File: config.mk
export PLATFORM = sky130hd
export DESIGN_NAME = mc_sequencer
export DESIGN_NICKNAME = d
export VERILOG_FILES = /design/src/rtl/mc_sequencer.sv
export SDC_FILE = /design/constraint.sdc
export NUM_CORES = 1
export LEC_CHECK = 0
export CAP_MARGIN = 20
export CORE_MARGIN = 8
export CORE_UTILIZATION = 45
export CTS_BUF_LIST = sky130_fd_sc_hd__clkbuf_2 sky130_fd_sc_hd__clkbuf_4 sky130_fd_sc_hd__clkbuf_8
export DETAILED_ROUTE_END_ITERATION = 6
export PLACE_DENSITY = 0.89
export SYNTH_ARGS = -nofsm -noshare
export SYNTH_HDL_FRONTEND = slang
export SYNTH_SLANG_ARGS = --single-unit
File: constraint.sdc
create_clock -name clk -period 1.64 [get_ports clk]
set_clock_uncertainty 0.05 [all_clocks]
set_input_delay 0.328 -clock clk [delete_from_list [all_inputs] [get_ports clk]]
set_output_delay 0.328 -clock clk [all_outputs]
set_load 0.05 [all_outputs]
File: src/rtl/mc_sequencer.sv
// Multi-cycle control sequencer (FETCH/DECODE/EXEC/MEM/WB) with handshake
// timeouts and sticky illegal-opcode / bus-error flags.
module mc_sequencer (
  input  logic       clk,
  input  logic       rst_n,
  input  logic [6:0] op_code,
  input  logic       if_ready,
  input  logic       dm_ready,
  output logic       if_req,
  output logic       ir_we,
  output logic       pc_we,
  output logic       alu_src,
  output logic [1:0] alu_op,
  output logic       mem_r,
  output logic       mem_w,
  output logic       mem2reg,
  output logic       reg_w,
  output logic       illegal,
  output logic       bus_err,
  output logic [2:0] state
);

  localparam logic [2:0] S_FETCH  = 3'd0;
  localparam logic [2:0] S_DECODE = 3'd1;
  localparam logic [2:0] S_EXEC   = 3'd2;
  localparam logic [2:0] S_MEM    = 3'd3;
  localparam logic [2:0] S_WB     = 3'd4;
  localparam logic [2:0] S_HALT   = 3'd5;

  localparam logic [1:0] C_LOAD  = 2'd0;
  localparam logic [1:0] C_STORE = 2'd1;
  localparam logic [1:0] C_IMM   = 2'd2;
  localparam logic [1:0] C_REG   = 2'd3;

  localparam logic [6:0] OP_LOAD  = 7'b0000011;
  localparam logic [6:0] OP_STORE = 7'b0100011;
  localparam logic [6:0] OP_IMM   = 7'b0010011;
  localparam logic [6:0] OP_REG   = 7'b0110011;

  localparam logic [7:0] WAIT_MAX = 8'hFF;

  logic [2:0] state_nxt;
  logic [1:0] cls, cls_nxt;
  logic [7:0] wait_cnt, wait_nxt;
  logic       illegal_set, bus_err_set;
  logic       alu_src_c;
  logic [1:0] alu_op_c;

  always_comb begin
    // NOTE: every combinational output gets a default first, so no path can infer a latch.
    state_nxt   = state;
    cls_nxt     = cls;
    wait_nxt    = wait_cnt;
    illegal_set = 1'b0;
    bus_err_set = 1'b0;
    case (state)
      S_FETCH: begin
        // A ready in the timeout cycle still wins over the timeout.
        if (if_ready) begin
          state_nxt = S_DECODE;
        end else if (wait_cnt == WAIT_MAX) begin
          state_nxt   = S_HALT;
          bus_err_set = 1'b1;
        end else begin
          wait_nxt = wait_cnt + 8'd1;
        end
      end
      S_DECODE: begin
        state_nxt = S_EXEC;
        case (op_code)
          OP_LOAD:  cls_nxt = C_LOAD;
          OP_STORE: cls_nxt = C_STORE;
          OP_IMM:   cls_nxt = C_IMM;
          OP_REG:   cls_nxt = C_REG;
          default: begin
            state_nxt   = S_HALT;
            illegal_set = 1'b1;
          end
        endcase
      end
      S_EXEC: begin
        if (cls == C_LOAD || cls == C_STORE) begin
          state_nxt = S_MEM;
          wait_nxt  = '0;
        end else begin
          state_nxt = S_WB;
        end
      end
      S_MEM: begin
        if (dm_ready) begin
          if (cls == C_LOAD) begin
            state_nxt = S_WB;
          end else begin
            state_nxt = S_FETCH;
            wait_nxt  = '0;
          end
        end else if (wait_cnt == WAIT_MAX) begin
          state_nxt   = S_HALT;
          bus_err_set = 1'b1;
        end else begin
          wait_nxt = wait_cnt + 8'd1;
        end
      end
      S_WB: begin
        state_nxt = S_FETCH;
        wait_nxt  = '0;
      end
      S_HALT:  state_nxt = S_HALT;
      default: state_nxt = S_HALT;
    endcase
  end

  always_ff @(posedge clk or negedge rst_n) begin
    // NOTE: sequential state uses non-blocking assignments so all flops update together.
    if (!rst_n) begin
      state    <= S_FETCH;
      cls      <= C_LOAD;
      wait_cnt <= '0;
      illegal  <= 1'b0;
      bus_err  <= 1'b0;
    end else begin
      state    <= state_nxt;
      cls      <= cls_nxt;
      wait_cnt <= wait_nxt;
      illegal  <= illegal | illegal_set;
      bus_err  <= bus_err | bus_err_set;
    end
  end

  assign alu_src_c = (cls != C_REG);
  assign alu_op_c  = (cls == C_IMM) ? 2'b11 : (cls == C_REG) ? 2'b10 : 2'b00;

  // Strobes are gated by rst_n so they are quiet while reset is held,
  // and if_req appears in the very first cycle after release.
  always_comb begin
    if_req  = 1'b0;
    ir_we   = 1'b0;
    pc_we   = 1'b0;
    alu_src = 1'b0;
    alu_op  = 2'b00;
    mem_r   = 1'b0;
    mem_w   = 1'b0;
    mem2reg = 1'b0;
    reg_w   = 1'b0;
    if (rst_n) begin
      case (state)
        S_FETCH: begin
          if_req = 1'b1;
          ir_we  = if_ready;
        end
        S_EXEC: begin
          alu_src = alu_src_c;
          alu_op  = alu_op_c;
        end
        S_MEM: begin
          alu_src = alu_src_c;
          alu_op  = alu_op_c;
          mem_r   = (cls == C_LOAD);
          mem_w   = (cls == C_STORE);
          pc_we   = (cls == C_STORE) && dm_ready;
        end
        S_WB: begin
          alu_src = alu_src_c;
          alu_op  = alu_op_c;
          reg_w   = 1'b1;
          pc_we   = 1'b1;
          mem2reg = (cls == C_LOAD);
        end
        default: begin
          if_req = 1'b0;
        end
      endcase
    end
  end

endmodule

==> reports/qor.yml, run 1 <==
cells_and_area:
  nFillCells: 53
  n_antenna_cell: 0
  layout.cells.non_filler: 200
  fin_nets: 185
  drive_above_1_share_pct: 58.7
  syn2layout_area_growth_pct: 105
status:
  status: "complete, but fails checks"
  violations: "negative setup slack"
logic_synthesis:
  ys_seq_elements: 15
  avgSynthCellArea_um2: 9.63
  synth_nets: 115
  yosysMostFrequentCell: "dfrtp_1"
  yosysWarnings: 0
  netlist_instances: 103
  yosys_most_used_dff: "dfrtp_1"
  synth_area_leaders: "dfrtp_1, nand3_1, o21ai_0, a21boi_1, a32oi_4"
  synthTopCellsByCount: "dfrtp_1, nand2_1, nand3_1, o21ai_0"
  synth_top_area_share_pct: 37.8
  yosys.area.top_type: "dfrtp_1"
  synth-edff-count: 0
  synthesis.area_um2: 992
  async_reset_ff_share_pct: 100
  ys_types: 43
  synth_seq_area_share_pct: 37.8
die:
  core_area_mm2: 0.00215
  die_h_um: 63.0
  initial_core_util_pct: 46.2
  die_width_um: 63.0
  row_count: 17
  die_area_mm2: 0.00396
  io_pins: 26
critical_path:
  start_kind: "register"
  arrival_ns: 1.79
  crit_path_max_incr_delay_ns: 0.48
  critPathRequiredTime_ns: 1.26
  critPathKind: "register to output port"
  critPathSlowestCell: "dfrtp_2"
  worstPathMaxFanout: 4
  cp_cell_sequence: "buf_6, nor4bb_4, nor3b_4, buf_12"
  cp-end-kind: "output port"
placed_design:
  place_congestion: 0.871
  dp.cells: 188
  post-dp-hpwl_um: 2940
  io_buffers: 25
global_routing:
  grt_max_degree: 10
  grt_usage_pct: 27.8
  grt_pass1_vias: 1489
  antenna_found_initial: 0
  grt_pass1_wl_um: 8670
  grt_overflow_total: 0
timing:
  max_slew_margin_pct: 53.0
  setup_slack_ns: -0.525
  hold_violations: 0
  finalSetupViolCount: 23
  maxSlewViolCount: 0
  holdWs_ns: 0.172
  finalCritPeriodShare_pct: 132
  fin_crit_ns: 2.17
  fmax_mhz: 462
  worst_pin_slew_ns: 0.695
  grt_setup_unrepaired: "true"
clock_tree:
  path_clk_slew_ns: 0.12
  ctsHtreeMaxLevel: 1
  numCtsBuffers: 3
  ctsRootBufferMaster: "clkbuf_4"
  ctsLongestPathBuffers: 2
  insertion_delay_ns: 0.30
  clock_sinks: 15
  cts_hold_buf: 0
  cts_tree: "done"
power:
  p_int_mw: 0.503
  combPwrFrac_pct: 11.3
  switchingPower_mw: 0.188
  leakage_nw: 0.849
  switching_share_pct: 27.2
  p_total_mw: 0.692
  ir_drop_v: 0.000593
  clkPwrFrac_pct: 35.1
  powerDensity_mw_per_mm2: 341
  p_seq_share_pct: 53.6
drt:
  vias: 1484
  dr.pass1.iters: 7
  final_antenna_net_count: 0
  routed_wl_um: 6330
  via_per_inst: 7.42
  remaining_drc_errors: 0
  wl_per_cell_um: 31.6
  drtIter0Drc: 170
min_path:
  worstHoldPathType: "input port to asynchronous set/reset pin"
flow_run:
  drv_cap: 0
[area by class of cell]
cell class	count	area (µm²)	area share, %
multi-input cells	84	843	41.5
flip-flops and latches	15	380	18.7
well taps	28	35.0	1.73
clock buffers	3	22.5	1.11
inverters	1	3.75	0.185
clock inverters	1	5.00	0.246
repair buffers	68	741	36.5
[worst max-delay path: cells and delay by family, from the launching register on]
| family | cells | cell delay [ns] |
|---|---|---|
| simple gates | 2 | 0.67 |
| flops | 1 | 0.48 |
| buf+inv | 2 | 0.33 |
[placed cells by master (no fill, tap or decap), types with 3 or more instances in the layout]
cell,instances
nand2_1,6
nor3b_4,3
clkbuf_4,3
dfrtp_1,11
buf_6,5
nand4_1,3
dfrtp_2,4
nand3_1,4
a21boi_1,4
nor2_1,3
buf_4,38
buf_12,15
clkdlybuf4s50_1,9
o21ai_0,5
a21oi_1,3
[state kept, by name (all words and copies together) (netlist names)]
register / cells
cls: 2
illegal: 1
state: 3
wait_cnt: 8
bus_err: 1
[power by group through the flow]
stage	combinational [mW]	sequential [mW]	clock (mW)
2_1_floorplan	0.00817	0.379	0
3_3_place_gp	0.0631	0.378	0
3_5_place_dp	0.0663	0.378	0
4_1_cts	0.0711	0.370	0.226
5_1_grt	0.0807	0.371	0.268
6_report	0.0782	0.371	0.243
[what timing repair did]
action	CTS	global route
buffers inserted	3	4
gates cloned	1	0
pin swaps	7	11
setup endpoints to repair	17	24
gates resized for setup	16	14
[stage by stage]
stage	util, %	instance area, µm²	setup TNS (ns)	worst slack [ns]
2_1_floorplan	-	1120	-4.24	-0.800
3_3_place_gp	83.1	1790	-4.59	-0.365
3_5_place_dp	83.1	1790	-6.85	-0.482
4_1_cts	90.0	1930	-3.57	-0.374
5_1_grt	94.5	2030	-7.44	-0.565
6_report	94.5	2030	-6.89	-0.525
[worst paths after layout]
path	from	endpoint	slack, ns	cells past startpoint
worst max-delay path	state[1]	mem2reg	-0.53	4
worst min-delay path	rst_n	cls[1]	0.17	2
worst max register to register	state[1]	wait_cnt[4]	-0.38	7
worst min register to register	bus_err	bus_err	0.55	1
max in group asynchronous	rst_n	state[0]	1.02	3
min in group clk	bus_err	bus_err	0.55	1
[cells by family after synthesis]
family / share of synthesized area (%)
AOI/OAI and AO/OA: 25.1
muxes: 2.27
adders and majority gates: 1.26
buffers and inverters: 3.15
DFF: 37.8
and+or+nand+nor: 30.4
[per-layer routing]
metal / global-route usage, % / wire length (µm)
met1: 31.0 / 2140
met2: 44.7 / 2830
met3: 7.35 / 713
met4: 19.7 / 652
met5: 0 / 0
Power figures use the tool's default switching activity.
==> inputs of run 2 (changes only) <==
- HOLD_SLACK_MARGIN: default -> 0.08
==> results of run 2 <==
Final layout, timing and power as in run 1 (identical DEF).
==> inputs of run 3 (changes only) <==
- CORE_UTILIZATION: 45 -> 50
- PLACE_DENSITY: 0.89 -> 0.93
- TNS_END_PERCENT: default -> 5
- clock period: 1.64 -> 2.5 ns (I/O delays scaled with it)
==> run 3 against run 2 <==
The flow now finishes without violations. Worst hold slack improved by 0.27 ns. Sequential share of layout area increased by 6.6 points. Clock power shrank 42%. Via count is 34% lower. Wire length fell by 56%. Core utilization fell by 17 points. Sequential cell count unchanged. Sequential power fell by 35%. Global-route usage shrank 10 points. Critical endpoint is now pc_we. Largest power group unchanged. Highest routed layer unchanged.
==> reports/qor.yml, run 3 (same netlist as run 1, synthesis figures left out) <==
status:
  status: "complete, no violations"  # was complete, but fails checks
clock_tree:
  path_clk_slew_ns: 0.08  # was 0.12 ns
  ctsLongestPathBuffers: 2  # unchanged
  ctsHtreeMaxLevel: 1  # unchanged
  cts_tree: "done"  # unchanged
  insertion_delay_ns: 0.28  # was 0.30 ns
  cts_hold_buf: 0  # unchanged
  ctsRootBufferMaster: "clkbuf_4"  # unchanged
  numCtsBuffers: 3  # unchanged
  post_cts_resized: 0  # was 16
  clock_sinks: 15  # unchanged
  cts_setup_buffers: 0  # was 3
drt:
  wl_per_cell_um: 17.3  # was 31.6 µm
  via_per_inst: 6.08  # was 7.42
  vias: 985  # was 1,484
  routed_wl_um: 2810  # was 6330 µm
  remaining_drc_errors: 0  # unchanged
  final_antenna_net_count: 0  # unchanged
  drtIter0Drc: 51  # was 170
  dr.pass1.iters: 4  # was 7
critical_path:
  critPathRequiredTime_ns: 1.95  # was 1.26 ns
  cp_cell_sequence: "and2b_4, nand3_1, nor3b_4, a21o_1, buf_12"  # was buf_6, nor4bb_4, nor3b_4, buf_12
  critPathKind: "register to output port"  # unchanged
  arrival_ns: 1.85  # was 1.79 ns
  critPathSlowestCell: "dfrtp_2"  # unchanged
  crit_path_max_incr_delay_ns: 0.49  # was 0.48 ns
  worstPathMaxFanout: 12  # was 4
  start_kind: "register"  # unchanged
  cp-end-kind: "output port"  # unchanged
placed_design:
  place_congestion: 0.902  # was 0.871
  dp_slack_ns: 0.119  # was -0.482 ns
  post-dp-hpwl_um: 2200  # was 2940 µm
  placed_area_mm2: 0.00146  # was 0.00179 mm²
  io_buffers: 25  # unchanged
power:
  powerDensity_mw_per_mm2: 278  # was 341 mW/mm²
  switching_share_pct: 19.5  # was 27.2%
  leakage_nw: 0.608  # was 0.849 nW
  p_int_mw: 0.335  # was 0.503 mW
  ir_drop_v: 0.000367  # was 0.000593 V
  switchingPower_mw: 0.0811  # was 0.188 mW
  p_seq_share_pct: 58.3  # was 53.6%
  combPwrFrac_pct: 7.9  # was 11.3%
  clkPwrFrac_pct: 33.8  # was 35.1%
timing:
  finalCritPeriodShare_pct: 96.0
  grt_setup_unrepaired: "false"  # was true
  setup_slack_ns: 0.0989  # was -0.525 ns
  fmax_mhz: 416
  maxSlewViolCount: 0  # unchanged
  max_slew_margin_pct: 63.7  # was 53.0%
  finalSetupViolCount: 0  # was 23
  worst_pin_slew_ns: 0.543  # was 0.695 ns
  hold_violations: 0  # unchanged
  fin_crit_ns: 2.40
cells_and_area:
  final_common_cell: "clkdlybuf4s50_1"  # was buf_4
  largest_reg_flops: 8  # unchanged
  drive_above_1_share_pct: 29.6  # was 58.7%
  nFillCells: 144  # was 53
  fin_nets: 148  # was 185
  max_flop_register: "wait_cnt"  # unchanged
  largestRegisters: "wait_cnt x8, state x3, cls x2"  # unchanged
  n_antenna_cell: 0  # unchanged
  postLayoutCellArea_mm2: 0.00149  # was 0.00203 mm²
  final_cell_mix: "clkdlybuf4s50_1, dfrtp_1, buf_12, buf_4"  # was buf_4, buf_12, dfrtp_1, clkdlybuf4s50_1, nand2_1
  syn2layout_area_growth_pct: 50.6  # was 105%
die:
  core_area_mm2: 0.00192  # was 0.00215 mm²
  io_pins: 26  # unchanged
  row_count: 16  # was 17
  die_width_um: 60.5  # was 63.0 µm
  initial_core_util_pct: 51.6  # was 46.2%
  die_area_mm2: 0.00367  # was 0.00396 mm²
  die_h_um: 60.5  # was 63.0 µm
global_routing:
  grt.met2_usage_pct: 29.4  # was 44.7%
  grt_max_degree: 17  # was 10
  met3_usage_pct: 2.54  # was 7.35%
  antenna_found_initial: 0  # unchanged
  grt_pass1_vias: 965  # was 1,489
  grt_overflow_total: 0  # unchanged
  grt_pass1_wl_um: 4800  # was 8670 µm
  grt_use_met1_pct: 21.1  # was 31.0%
  busiest_layer: "met2"  # unchanged
  grt_usage_pct: 17.4  # was 27.8%
min_path:
  worstHoldPathType: "register to register"  # was input port to asynchronous set/reset pin
flow_run:
  drv_cap: 0  # unchanged
run 3: power by group through the flow:
stage / logic (mW) / clock network [mW] / registers (mW)
2_1_floorplan: 0.00530 / 0 / 0.249
3_3_place_gp: 0.0319 / 0 / 0.248
3_5_place_dp: 0.0328 / 0 / 0.248
4_1_cts: 0.0332 / 0.147 / 0.243
5_1_grt: 0.0354 / 0.157 / 0.243
6_report: 0.0328 / 0.140 / 0.243
run 3: layout make-up:
cell class                 count  area, µm²  area share [%]
multi-input combinational     83        647            43.3
timing repair buffer          32        400            26.8
tap                           27       33.8            2.26
inverter                       1       3.75           0.251
sequential                    15        379            25.4
clock buffer                   4       30.0            2.01
run 3: worst max-delay path, delay by kind of cell (launching register included):
kind	cells	cell delay [ns]
AOI/OAI and AO/OA	1	0.18
buffers and inverters	1	0.14
DFF	1	0.49
and+or+nand+nor	3	0.75
run 3: path summary, 6_finish.rpt:
check	start	to	slack (ns)	depth (start not counted)
max	state[2]	pc_we	0.1	5
min	bus_err	bus_err	0.44	1
max reg2reg	cls[1]	wait_cnt[6]	0.57	4
min reg2reg	bus_err	bus_err	0.44	1
max in group asynchronous	rst_n	wait_cnt[7]	1.69	2
min in group asynchronous	rst_n	state[2]	0.58	2
run 3: metal layers:
layer / vias up / share of wire (%)
met5: - / 0
met3: 12 / 4.1
met4: 0 / 2.9
met1: 469 / 41
met2: 34 / 52
li1: 470 / -
run 3: through the flow:
step / TNS [ns] / power (mW) / hold WS, ns / utilization [%] / cells
final: 0 / 0.416 / 0.442 / 77.7 / 162
after global routing: 0 / 0.435 / 0.461 / 77.7 / 162
after CTS: 0 / 0.422 / 0.442 / 77.3 / 162
after detailed placement: 0 / 0.280 / 0.423 / 75.8 / 158
after global placement: 0 / 0.280 / 0.389 / 75.8 / 158
after floorplan: -1.11 / 0.254 / 0.154 / - / 103
